$ cat src/rtl/mips_ex_pkg.sv
// Shared definitions for the MIPS execute stage.
// Holds the funct codes, the ALUOp encodings, the default iteration count of
// the multiply/divide unit and the muldiv opcode enum.
package mips_ex_pkg;

  localparam int MULDIV_CYCLES_DEF = 32;

  // ALUOp encodings coming from the decoder
  localparam logic [1:0] ALU_ADD   = 2'b00;
  localparam logic [1:0] ALU_SUB   = 2'b01;
  localparam logic [1:0] ALU_RTYPE = 2'b10;
  localparam logic [1:0] ALU_ORI   = 2'b11;

  // R-type funct codes
  localparam logic [5:0] F_MFHI  = 6'h10;
  localparam logic [5:0] F_MFLO  = 6'h12;
  localparam logic [5:0] F_MULT  = 6'h18;
  localparam logic [5:0] F_MULTU = 6'h19;
  localparam logic [5:0] F_DIV   = 6'h1A;
  localparam logic [5:0] F_DIVU  = 6'h1B;
  localparam logic [5:0] F_ADD   = 6'h20;
  localparam logic [5:0] F_ADDU  = 6'h21;
  localparam logic [5:0] F_SUB   = 6'h22;
  localparam logic [5:0] F_SUBU  = 6'h23;
  localparam logic [5:0] F_AND   = 6'h24;
  localparam logic [5:0] F_OR    = 6'h25;
  localparam logic [5:0] F_XOR   = 6'h26;
  localparam logic [5:0] F_NOR   = 6'h27;
  localparam logic [5:0] F_SLT   = 6'h2A;
  localparam logic [5:0] F_SLTU  = 6'h2B;

  // Ordered so that funct[1:0] of 0x18..0x1B maps straight onto the enum
  typedef enum logic [1:0] {
    MD_MUL  = 2'b00,
    MD_MULU = 2'b01,
    MD_DIV  = 2'b10,
    MD_DIVU = 2'b11
  } md_op_e;

  // 0x18..0x1B all share funct[5:2] = 4'b0110
  function automatic logic is_muldiv_funct(input logic [5:0] f);
    return f[5:2] == 4'b0110;
  endfunction

endpackage

$ cat src/rtl/muldiv_unit.sv
// Iterative multiply/divide unit with HI/LO registers.
// Multiply is shift-add, divide is restoring division, both on operand
// magnitudes; signs are restored on the final iteration edge so HI/LO are
// written exactly MULDIV_CYCLES edges after the start edge.
// Ports:
//   clk, reset   clock, synchronous active-high reset (aborts, clears HI/LO)
//   start        begin an operation (honoured only while idle)
//   op           md_op_e encoding (MUL, MULU, DIV, DIVU)
//   a, b         operands (a = multiplier / dividend, b = multiplicand / divisor)
//   busy         operation in progress
//   hi, lo       architectural HI/LO
module muldiv_unit
  import mips_ex_pkg::*;
#(
  parameter int MULDIV_CYCLES = MULDIV_CYCLES_DEF
) (
  input  logic        clk,
  input  logic        reset,
  input  logic        start,
  input  logic [1:0]  op,
  input  logic [31:0] a,
  input  logic [31:0] b,
  output logic        busy,
  output logic [31:0] hi,
  output logic [31:0] lo
);

  localparam int CW = $clog2(MULDIV_CYCLES + 1);

  // FIXUP exists as a named phase but is merged into the last RUN edge
  typedef enum logic [1:0] {IDLE, RUN, FIXUP} state_e;

  state_e          state, state_nxt;
  logic [CW-1:0]   cnt;
  logic [31:0]     acc_hi, acc_lo, mag_b, dividend;
  logic            is_div, neg_q, neg_r, div_zero;
  logic            last;

  md_op_e          op_e;
  logic            op_signed, op_div;
  logic [31:0]     mag_a_in, mag_b_in;

  logic [32:0]     add_sum;
  logic [32:0]     div_sh;
  logic            div_ge;
  logic [31:0]     step_hi, step_lo;
  logic [63:0]     prod;
  logic [31:0]     fix_hi, fix_lo;

  assign busy = (state == RUN);
  assign last = (state == RUN) && (cnt == CW'(1));

  // operand decode at issue
  always_comb begin
    op_e      = md_op_e'(op);
    op_signed = (op_e == MD_MUL) || (op_e == MD_DIV);
    op_div    = (op_e == MD_DIV) || (op_e == MD_DIVU);
    mag_a_in  = (op_signed && a[31]) ? -a : a;
    mag_b_in  = (op_signed && b[31]) ? -b : b;
  end

  // one iteration; acc_hi:acc_lo is the product or remainder:quotient pair
  always_comb begin
    add_sum = {1'b0, acc_hi} + (acc_lo[0] ? {1'b0, mag_b} : 33'd0);
    div_sh  = {acc_hi, acc_lo[31]};
    div_ge  = div_sh >= {1'b0, mag_b};
    if (is_div) begin
      // remainder stays below the divisor, so 32-bit subtraction is exact
      step_hi = div_ge ? (div_sh[31:0] - mag_b) : div_sh[31:0];
      step_lo = {acc_lo[30:0], div_ge};
    end else begin
      step_hi = add_sum[32:1];
      step_lo = {add_sum[0], acc_lo[31:1]};
    end
  end

  // sign restoration applied to the final iteration's result
  always_comb begin
    prod   = {step_hi, step_lo};
    fix_hi = step_hi;
    fix_lo = step_lo;
    if (div_zero) begin
      fix_lo = 32'hFFFF_FFFF;
      fix_hi = dividend;
    end else if (is_div) begin
      fix_lo = neg_q ? -step_lo : step_lo;
      fix_hi = neg_r ? -step_hi : step_hi;
    end else if (neg_q) begin
      prod   = -prod;
      fix_hi = prod[63:32];
      fix_lo = prod[31:0];
    end
  end

  always_comb begin
    state_nxt = state;
    case (state)
      IDLE:    if (start) state_nxt = RUN;
      RUN:     if (last)  state_nxt = IDLE;
      default: state_nxt = IDLE;
    endcase
  end

  always_ff @(posedge clk) begin
    if (reset) begin
      state    <= IDLE;
      cnt      <= '0;
      acc_hi   <= '0;
      acc_lo   <= '0;
      mag_b    <= '0;
      dividend <= '0;
      is_div   <= 1'b0;
      neg_q    <= 1'b0;
      neg_r    <= 1'b0;
      div_zero <= 1'b0;
      hi       <= '0;
      lo       <= '0;
    end else begin
      state <= state_nxt;
      if (state == IDLE && start) begin
        cnt      <= CW'(MULDIV_CYCLES);
        acc_hi   <= '0;
        acc_lo   <= mag_a_in;
        mag_b    <= mag_b_in;
        dividend <= a;
        is_div   <= op_div;
        neg_q    <= op_signed && (a[31] ^ b[31]);
        neg_r    <= op_signed && a[31];
        div_zero <= op_div && (b == 32'd0);
      end else if (state == RUN) begin
        cnt    <= cnt - CW'(1);
        acc_hi <= step_hi;
        acc_lo <= step_lo;
        if (last) begin
          hi <= fix_hi;
          lo <= fix_lo;
        end
      end
    end
  end

endmodule

$ cat src/rtl/ex_stage.sv
// Execute stage of the 5-stage MIPS pipeline.
// Forwards operands from EX/MEM and MEM/WB, runs the single-cycle ALU, hands
// multiply/divide to muldiv_unit and registers results into EX/MEM.
// Ports:
//   clk, reset               clock, synchronous active-high reset
//   *_rr_ex                  RR/EX pipeline register contents
//   dstn/RegWrite/wb_data_mem_wb  MEM/WB forwarding source
//   *_ex_mem                 EX/MEM pipeline register
//   stall_ex                 hold RR/EX and earlier stages this cycle
module ex_stage
  import mips_ex_pkg::*;
#(
  parameter int MULDIV_CYCLES = MULDIV_CYCLES_DEF
) (
  input  logic        clk,
  input  logic        reset,
  input  logic [31:0] Read_Data_1_rr_ex,
  input  logic [31:0] Read_Data_2_rr_ex,
  input  logic [31:0] extended_rr_ex,
  input  logic [5:0]  funct_rr_ex,
  input  logic [1:0]  ALUOp_rr_ex,
  input  logic        ALUSrc_rr_ex,
  input  logic        jump_rr_ex,
  input  logic        MemRead_rr_ex,
  input  logic        MemWrite_rr_ex,
  input  logic        MemtoReg_rr_ex,
  input  logic        RegWrite_rr_ex,
  input  logic [4:0]  dstn_rr_ex,
  input  logic [4:0]  rs_rr_ex,
  input  logic [4:0]  rt_rr_ex,
  input  logic [4:0]  dstn_mem_wb,
  input  logic        RegWrite_mem_wb,
  input  logic [31:0] wb_data_mem_wb,
  output logic [31:0] alu_result_ex_mem,
  output logic [31:0] store_data_ex_mem,
  output logic [4:0]  dstn_ex_mem,
  output logic        MemRead_ex_mem,
  output logic        MemWrite_ex_mem,
  output logic        MemtoReg_ex_mem,
  output logic        RegWrite_ex_mem,
  output logic        stall_ex
);

  logic [31:0] fwd_a, fwd_b, alu_b, alu_res;
  logic [31:0] hi, lo;
  logic        busy, is_rtype, is_muldiv, is_mfx, md_start, bubble;

  // EX/MEM beats MEM/WB; register 0 never forwards
  always_comb begin
    fwd_a = Read_Data_1_rr_ex;
    if (RegWrite_ex_mem && dstn_ex_mem != 5'd0 && dstn_ex_mem == rs_rr_ex)
      fwd_a = alu_result_ex_mem;
    else if (RegWrite_mem_wb && dstn_mem_wb != 5'd0 && dstn_mem_wb == rs_rr_ex)
      fwd_a = wb_data_mem_wb;

    fwd_b = Read_Data_2_rr_ex;
    if (RegWrite_ex_mem && dstn_ex_mem != 5'd0 && dstn_ex_mem == rt_rr_ex)
      fwd_b = alu_result_ex_mem;
    else if (RegWrite_mem_wb && dstn_mem_wb != 5'd0 && dstn_mem_wb == rt_rr_ex)
      fwd_b = wb_data_mem_wb;
  end

  assign alu_b     = ALUSrc_rr_ex ? extended_rr_ex : fwd_b;
  assign is_rtype  = (ALUOp_rr_ex == ALU_RTYPE);
  assign is_muldiv = is_rtype && is_muldiv_funct(funct_rr_ex);
  assign is_mfx    = is_rtype && (funct_rr_ex == F_MFHI || funct_rr_ex == F_MFLO);
  assign stall_ex  = busy && (is_muldiv || is_mfx);
  assign md_start  = is_muldiv && !busy;
  assign bubble    = stall_ex || jump_rr_ex || is_muldiv;

  always_comb begin
    alu_res = 32'd0;
    case (ALUOp_rr_ex)
      ALU_ADD: alu_res = fwd_a + alu_b;
      ALU_SUB: alu_res = fwd_a - alu_b;
      ALU_ORI: alu_res = fwd_a | {16'd0, extended_rr_ex[15:0]};
      default: begin
        case (funct_rr_ex)
          F_ADD, F_ADDU: alu_res = fwd_a + alu_b;
          F_SUB, F_SUBU: alu_res = fwd_a - alu_b;
          F_AND:         alu_res = fwd_a & alu_b;
          F_OR:          alu_res = fwd_a | alu_b;
          F_XOR:         alu_res = fwd_a ^ alu_b;
          F_NOR:         alu_res = ~(fwd_a | alu_b);
          F_SLT:         alu_res = {31'd0, $signed(fwd_a) < $signed(alu_b)};
          F_SLTU:        alu_res = {31'd0, fwd_a < alu_b};
          F_MFHI:        alu_res = hi;
          F_MFLO:        alu_res = lo;
          default:       alu_res = 32'd0;
        endcase
      end
    endcase
  end

  muldiv_unit #(.MULDIV_CYCLES(MULDIV_CYCLES)) u_md (
    .clk   (clk),
    .reset (reset),
    .start (md_start),
    .op    (funct_rr_ex[1:0]),
    .a     (fwd_a),
    .b     (fwd_b),
    .busy  (busy),
    .hi    (hi),
    .lo    (lo)
  );

  always_ff @(posedge clk) begin
    if (reset || bubble) begin
      alu_result_ex_mem <= '0;
      store_data_ex_mem <= '0;
      dstn_ex_mem       <= '0;
      MemRead_ex_mem    <= 1'b0;
      MemWrite_ex_mem   <= 1'b0;
      MemtoReg_ex_mem   <= 1'b0;
      RegWrite_ex_mem   <= 1'b0;
    end else begin
      alu_result_ex_mem <= alu_res;
      store_data_ex_mem <= fwd_b;
      dstn_ex_mem       <= dstn_rr_ex;
      MemRead_ex_mem    <= MemRead_rr_ex;
      MemWrite_ex_mem   <= MemWrite_rr_ex;
      MemtoReg_ex_mem   <= MemtoReg_rr_ex;
      RegWrite_ex_mem   <= RegWrite_rr_ex;
    end
  end

endmodule

$ cat config.mk
export PLATFORM = sky130hd
export DESIGN_NAME = ex_stage
export DESIGN_NICKNAME = d
export VERILOG_FILES = /design/src/rtl/mips_ex_pkg.sv /design/src/rtl/muldiv_unit.sv /design/src/rtl/ex_stage.sv
export SDC_FILE = /design/constraint.sdc
export NUM_CORES = 1
export LEC_CHECK = 0
export CAP_MARGIN = 20
export CELL_PAD_IN_SITES_DETAIL_PLACEMENT = 0
export CELL_PAD_IN_SITES_GLOBAL_PLACEMENT = 1
export CORE_ASPECT_RATIO = 0.9
export CORE_MARGIN = 4
export CORE_UTILIZATION = 39
export DETAILED_ROUTE_END_ITERATION = 6
export PLACE_DENSITY = 0.85
export SYNTH_ARGS = -nofsm -noshare
export SYNTH_HDL_FRONTEND = slang
export SYNTH_SLANG_ARGS = --single-unit
$ cat constraint.sdc
create_clock -name clk -period 7.2 [get_ports clk]
set_input_delay 1.44 -clock clk [delete_from_list [all_inputs] [get_ports clk]]
set_output_delay 1.44 -clock clk [all_outputs]
set_load 0.01 [all_outputs]
# Yosys cells after proc, flatten, opt, wreduce, memory -nomap -nowiden
# Index checks and enable logic that the tools add are counted.
# totals
regBits,277
inputBits,165
elab_cells,130
# classes
add_sub_neg,10
n_lt_le_gt_ge,3
n_eq_ne,26
mux,28
bitwise_logic,7
n_reduce_logical,36
# op_table
op,n
$mux 32,21
$pmux 32 s10,1
$neg 32->32,4
$pmux 32 s3,1
$lt 32x32->1,2
$neg 64->64,1
$sub 32x32->32,2
$eq 6x6->1 const B,10
$add 32x33->33,1
$ge 33x32->1,1
$add 32x32->32,1
$and 32x32->32,1
$logic_not 32->1,1
$not 32->32,1
$or 32x16->32,1
$or 32x32->32,1
$xor 32x32->32,1
$eq 5x5->1,4
$logic_and 1x1->1,16
$eq 6x5->1 const B,2
$mux 6,2
$reduce_bool 5->1,2
$eq 2x2->1 const B,4
$logic_or 1x1->1,7
15 further kinds,22

# Logic depth before layout (Yosys ltp)
# logic_depth
depth_word,10
mapped_depth,26
mapped_depth_nobuf,23

# By module
# From an unflattened synthesis, not the netlist that was laid out.
# hier_totals
cells_unflattened,3670
hier_area_um2,26984.6
# modules_own_cells
module,instances,cells_each,area_per_inst_um2,seq_area_each_um2
muldiv_unit,1,2141,15859.0,4063.9
ex_stage,1,1529,11125.7,1461.4

# Worst setup path before layout
# Ideal clock, no wire load.
# synth_timing
kind,input port to flip-flop
startpoint,input port rs_rr_ex[1]
endpoint,register alu_result_ex_mem[30]
setup_ns,0.132
arrival_time_ns,6.789
required_ns,7.068
path_slack_ns,0.279
stages,20
n_path_buf,2
path_cell_list,xnor2_1 nand3_1 nor3_2 clkbuf_1 buf_2 mux2i_1 o21ai_0 inv_1 fa_1 o21bai_1 a21oi_1 o211ai_1 a31oi_1 a21o_1 o31ai_1 a41oi_1 o41ai_1 o221ai_1 o31ai_1 a21oi_1
# synth_between
elab_cells_between_ends,15
classes_between,add/sub (2); eq/ne (2); mux (4); bitwise (5); reduce/logical (2)
# synth_lines
element,line,text
start: declaration,ex_stage.sv:29,"input logic [4:0] rs_rr_ex,"
$eq 5x5->1,ex_stage.sv:53,else if (RegWrite_mem_wb && dstn_mem_wb != 5'd0 && dstn_mem_wb == rs_rr_ex)
$logic_and 1x1->1,ex_stage.sv:53,
$mux 32,ex_stage.sv:53,
$mux 32 *,ex_stage.sv:51,if (RegWrite_ex_mem && dstn_ex_mem != 5'd0 && dstn_ex_mem == rs_rr_ex)
via fwd_a[1],ex_stage.sv:44,"logic [31:0] fwd_a, fwd_b, alu_b, alu_res;"
$sub 32x32->32 or $add 32x32->32 (tied branches),--,
$pmux 32 s10,ex_stage.sv:78,case (funct_rr_ex)
$pmux 32 s3 *,ex_stage.sv:73,case (ALUOp_rr_ex)
end signal: assignment,ex_stage.sv:117,alu_result_ex_mem <= alu_res;
end: declaration,ex_stage.sv:34,"output logic [31:0] alu_result_ex_mem,"
# Mark *: on every way through the listed nets, which the timed path passes. The rest lies on a longest branch.
# A chain may end at the register's enable or synchronous reset.

# Worst setup path after layout
# layout_timing
startpoint,register u_md.mag_b[3]
endpoint,register u_md.hi[22]
# layout_between
elab_chain_cells,7
elab_cells_between_ends,13
classes_between,add/sub (4); order compare (1); mux (8)
# layout_rtl
element,line,text
start: declaration,muldiv_unit.sv:35,"logic [31:0] acc_hi, acc_lo, mag_b, dividend;"
start signal: assignment,muldiv_unit.sv:124,mag_b <= mag_b_in;
$mux 32 (tied with other cells),muldiv_unit.sv:64,"add_sum = {1'b0, acc_hi} + (acc_lo[0] ? {1'b0, mag_b} : 33'd0);"
$add 32x33->33 or $mux 32 (tied branches),"muldiv_unit.sv:64, muldiv_unit.sv:69",
$mux 32,muldiv_unit.sv:67,if (is_div) begin
$neg 64->64 or $neg 32->32 (tied branches),"muldiv_unit.sv:89, muldiv_unit.sv:87",
$mux 32 (on tied branches),"muldiv_unit.sv:88, muldiv_unit.sv:87",
$mux 32 *,muldiv_unit.sv:85,end else if (is_div) begin
$mux 32 *,muldiv_unit.sv:82,if (div_zero) begin
end signal: assignment,muldiv_unit.sv:135,hi <= fix_hi;
end: declaration,muldiv_unit.sv:24,"output logic [31:0] hi,"
# Every way passes the cells marked *; elsewhere a longest branch is shown, timed or not.

==> key figures <==
Placement
  • Placed cell count: 4695
  • Routability cong.: 1.02
  • PortBufs: 238
  • HPWL after DPL: 99.7 mm
  • Dpl cell area: 0.0303 mm^2

Synth
  • Post-synth EDFFs: 0
  • Yosys warning count: 0
  • Syn Nets: 3967
  • Avg Cell Area, Syn: 7.21 um^2
  • Syn Std Cell Area: 0.0262 mm^2
  • Register bit total from synthesis: 276
  • Register area share after synthesis: 0.211
  • Mapped Cells: 3632
  • Cell variety after synth: 103
  • Asr flop ratio synth: 0
  • Ys flop type: dfxtp_1

Setup path
  • Critical Path RT: 7630 ps
  • Reg2reg end: u_md.hi[22]$_SDFFE_PP0P_
  • Worst reg-to-reg path cell count: 23
  • Setup CP Type: flop to flop
  • R2R Setup Slk: 300 ps
  • Startpoint type of the worst setup path: flop
  • Crit Path Max Fanout: 5
  • Worst reg2reg path startpoint: u_md.mag_b[3]$_SDFFE_PP0P_
  • CP Capture Type: flop
  • Worst Path Arrival: 7330 ps

STA
  • Worst-margin pin slew: 1130 ps
  • Max Freq: 145 MHz
  • WHS: 449 ps
  • Slew headroom: 0.245
  • Final worst path period share: 0.958
  • Clock Skews: 32.3 ps
  • Final setup vio count: 0
  • Hold Fails Final Rpt: 0
  • Period minus WS final: 6900 ps
  • Max Slew Vio Count: 0
  • Setup repair after global routing missed its margin: no
  • Setup_tns: 0 ps

Power and ir drop
  • Total power draw: 5.29 mW
  • Worst vdd ir: 0.151 mV
  • Leakage: 12.5 nW
  • Pwr/cell area: 167 mW/mm^2

Drt
  • WL/cell: 27.1 um
  • DRT iter0 DRCs: 3877
  • Total number of vias: 29800
  • Vias per Instance: 6.24
  • Total Wirelength: 129 mm
  • Antenna violation net count after detailed routing: 0
  • First-pass iteration count of the detailed router: 6
  • Drt drc: 0

CTS
  • Clock root cell: clkbuf_16
  • Postcts setup bufs: 0
  • Worst-skew pair later-pin latency: 580 ps
  • Clock sinks: 276
  • Max clock buf depth: 3
  • H-tree depth: 2
  • Worst-path clk slew: 60 ps
  • CTS tree: built
  • Total CTS buffers: 37

Cells and area
  • Fin area: 0.0317 mm^2
  • Commonest non-fill, non-tap cell in the layout: nand2_1
  • Final std cells w/o fill: 4766
  • Most frequent cells in the layout: 349 x nand2_1, 344 x nor2_1, 341 x a21oi_1
  • Layout cells sized above 1: 0.0964
  • Area Growth Syn to Fin: 20.8%
  • Register Area: 0.00553 mm^2
  • Area taken by multi-input logic gates: 0.0192 mm^2
  • Nets: 4207
  • Fillers: 6674

Flow run
  • Max-cap check violation count: 0

Hold path
  • WHS Path Cells: 2
  • Worst Hold Path EP: u_md.dividend[26]$_SDFFE_PP0P_
  • Min-Delay Startpoint: u_md.dividend[26]$_SDFFE_PP0P_
  • HP Class: flop to flop

Floorplan
  • Die ar.: 0.0714 mm^2
  • Std cell rows: 89
  • Initial Utilization: 0.397
  • Chip width: 281 um
  • Die height: 254 um
  • Core area: 0.0660 mm^2
  • IO Count: 239

Global routing
  • Grt total ovfl: 0
  • Largest net degree at the start of global routing: 68
  • Vias in the first global route: 27200
  • First-pass GRT wire length: 186 mm
  • Initial antenna violation count: 3
  • Gr usage total: 0.347

Run status
  • Outcome: finished clean
-- how the worst max path moves through the flow --
stage                                     startpoint                               end  slack [ps]
after floorplan                          rs_rr_ex[1]  alu_result_ex_mem[30]$_SDFF_PP0_         280
after global placement                dstn_mem_wb[3]  alu_result_ex_mem[29]$_SDFF_PP0_         220
after detailed placement              dstn_mem_wb[3]   alu_result_ex_mem[0]$_SDFF_PP0_         140
after CTS                 u_md.mag_b[3]$_SDFFE_PP0P_          u_md.hi[22]$_SDFFE_PP0P_         310
after global routing      u_md.mag_b[3]$_SDFFE_PP0P_          u_md.hi[22]$_SDFFE_PP0P_           7
final                     u_md.mag_b[3]$_SDFFE_PP0P_          u_md.hi[22]$_SDFFE_PP0P_         300
-- power breakdown --
group	switching (mW)	internal (mW)
registers	0.0490	1.56
logic	1.05	0.665
clock network	0.817	1.15
-- critical path: stages (launching register included) --
cell and delay (ps):
dfxtp_1 350, inv_1 60, ha_1 360, a21o_1 210, a21oi_1 250, nand3_1 190
and4_1 270, o311a_1 390, nor3_2 220, o21bai_1 180, ha_1 220, nor3b_2 240
o221ai_2 200, nor3_2 310, nand4_1 220, or4_1 630, or2_1 300, or4_4 460
or3_4 410, o41ai_4 320, nand2_2 140, o41ai_2 330, mux2i_2 380, o41ai_2 110
-- cell families after synthesis --
group / share of synthesized area
AOI/OAI and AO/OA: 0.292
xor gates and xnor gates: 0.0755
adders and majority gates: 0.0823
buffers and inverters: 0.0608
DFF: 0.211
muxes: 0.0648
and+or+nand+nor: 0.214
-- timing repair --
item                       CTS  global route
gates resized for setup      0             2
setup endpoints to repair    0             3
hold buffers                 0             0
-- synth_stat cells (52+ instances only) --
cell	n	share of area
o21ai_0	287	0.055
xnor2_1	172	0.057
a21oi_1	341	0.065
and2_1	77	0.018
mux2i_1	127	0.049
nand2_1	349	0.050
nor2_1	348	0.050
ha_1	166	0.079
clkbuf_1	195	0.028
nand3_1	53	0.010
nand4_1	52	0.012
nor3_1	92	0.018
dfxtp_1	276	0.21
inv_1	168	0.024
a31oi_1	66	0.016
a211oi_1	105	0.030
xor2_1	54	0.018
-- routing by layer --
layer / global-route usage / wire [um] / vias to the layer above
met3: 0.0796 / 13900 / 305
met2: 0.497 / 51700 / 1691
met5: 0 / 15 / -
met1: 0.491 / 56300 / 14100
met4: 0.159 / 7060 / 2
li1: - / - / 13600
-- state kept, by name, summed over array words and instances (netlist names), 5 cells and up --
name	flops
u_md.hi	32
u_md.dividend	32
alu_result_ex_mem	32
u_md.cnt	6
dstn_ex_mem	5
u_md.acc_lo	32
u_md.lo	32
u_md.mag_b	32
store_data_ex_mem	32
u_md.acc_hi	32
-- layout make-up --
| class | count | area share |
|---|---|---|
| sequential | 276 | 0.175 |
| timing repair buffer | 445 | 0.126 |
| clock inverter | 20 | 0.00775 |
| antenna | 2 | 0.000158 |
| clock buffer | 47 | 0.0320 |
| inverter | 172 | 0.0204 |
| tap | 864 | 0.0342 |
| multi-input combinational | 2940 | 0.605 |
-- through the flow --
stage	utilization	setup slack [ps]
floorplan	-	279
global placement	0.460	215
detailed placement	0.460	144
CTS	0.479	314
global route	0.479	6.92
finish	0.479	299
No activity file was read; power rests on OpenSTA's default activity.
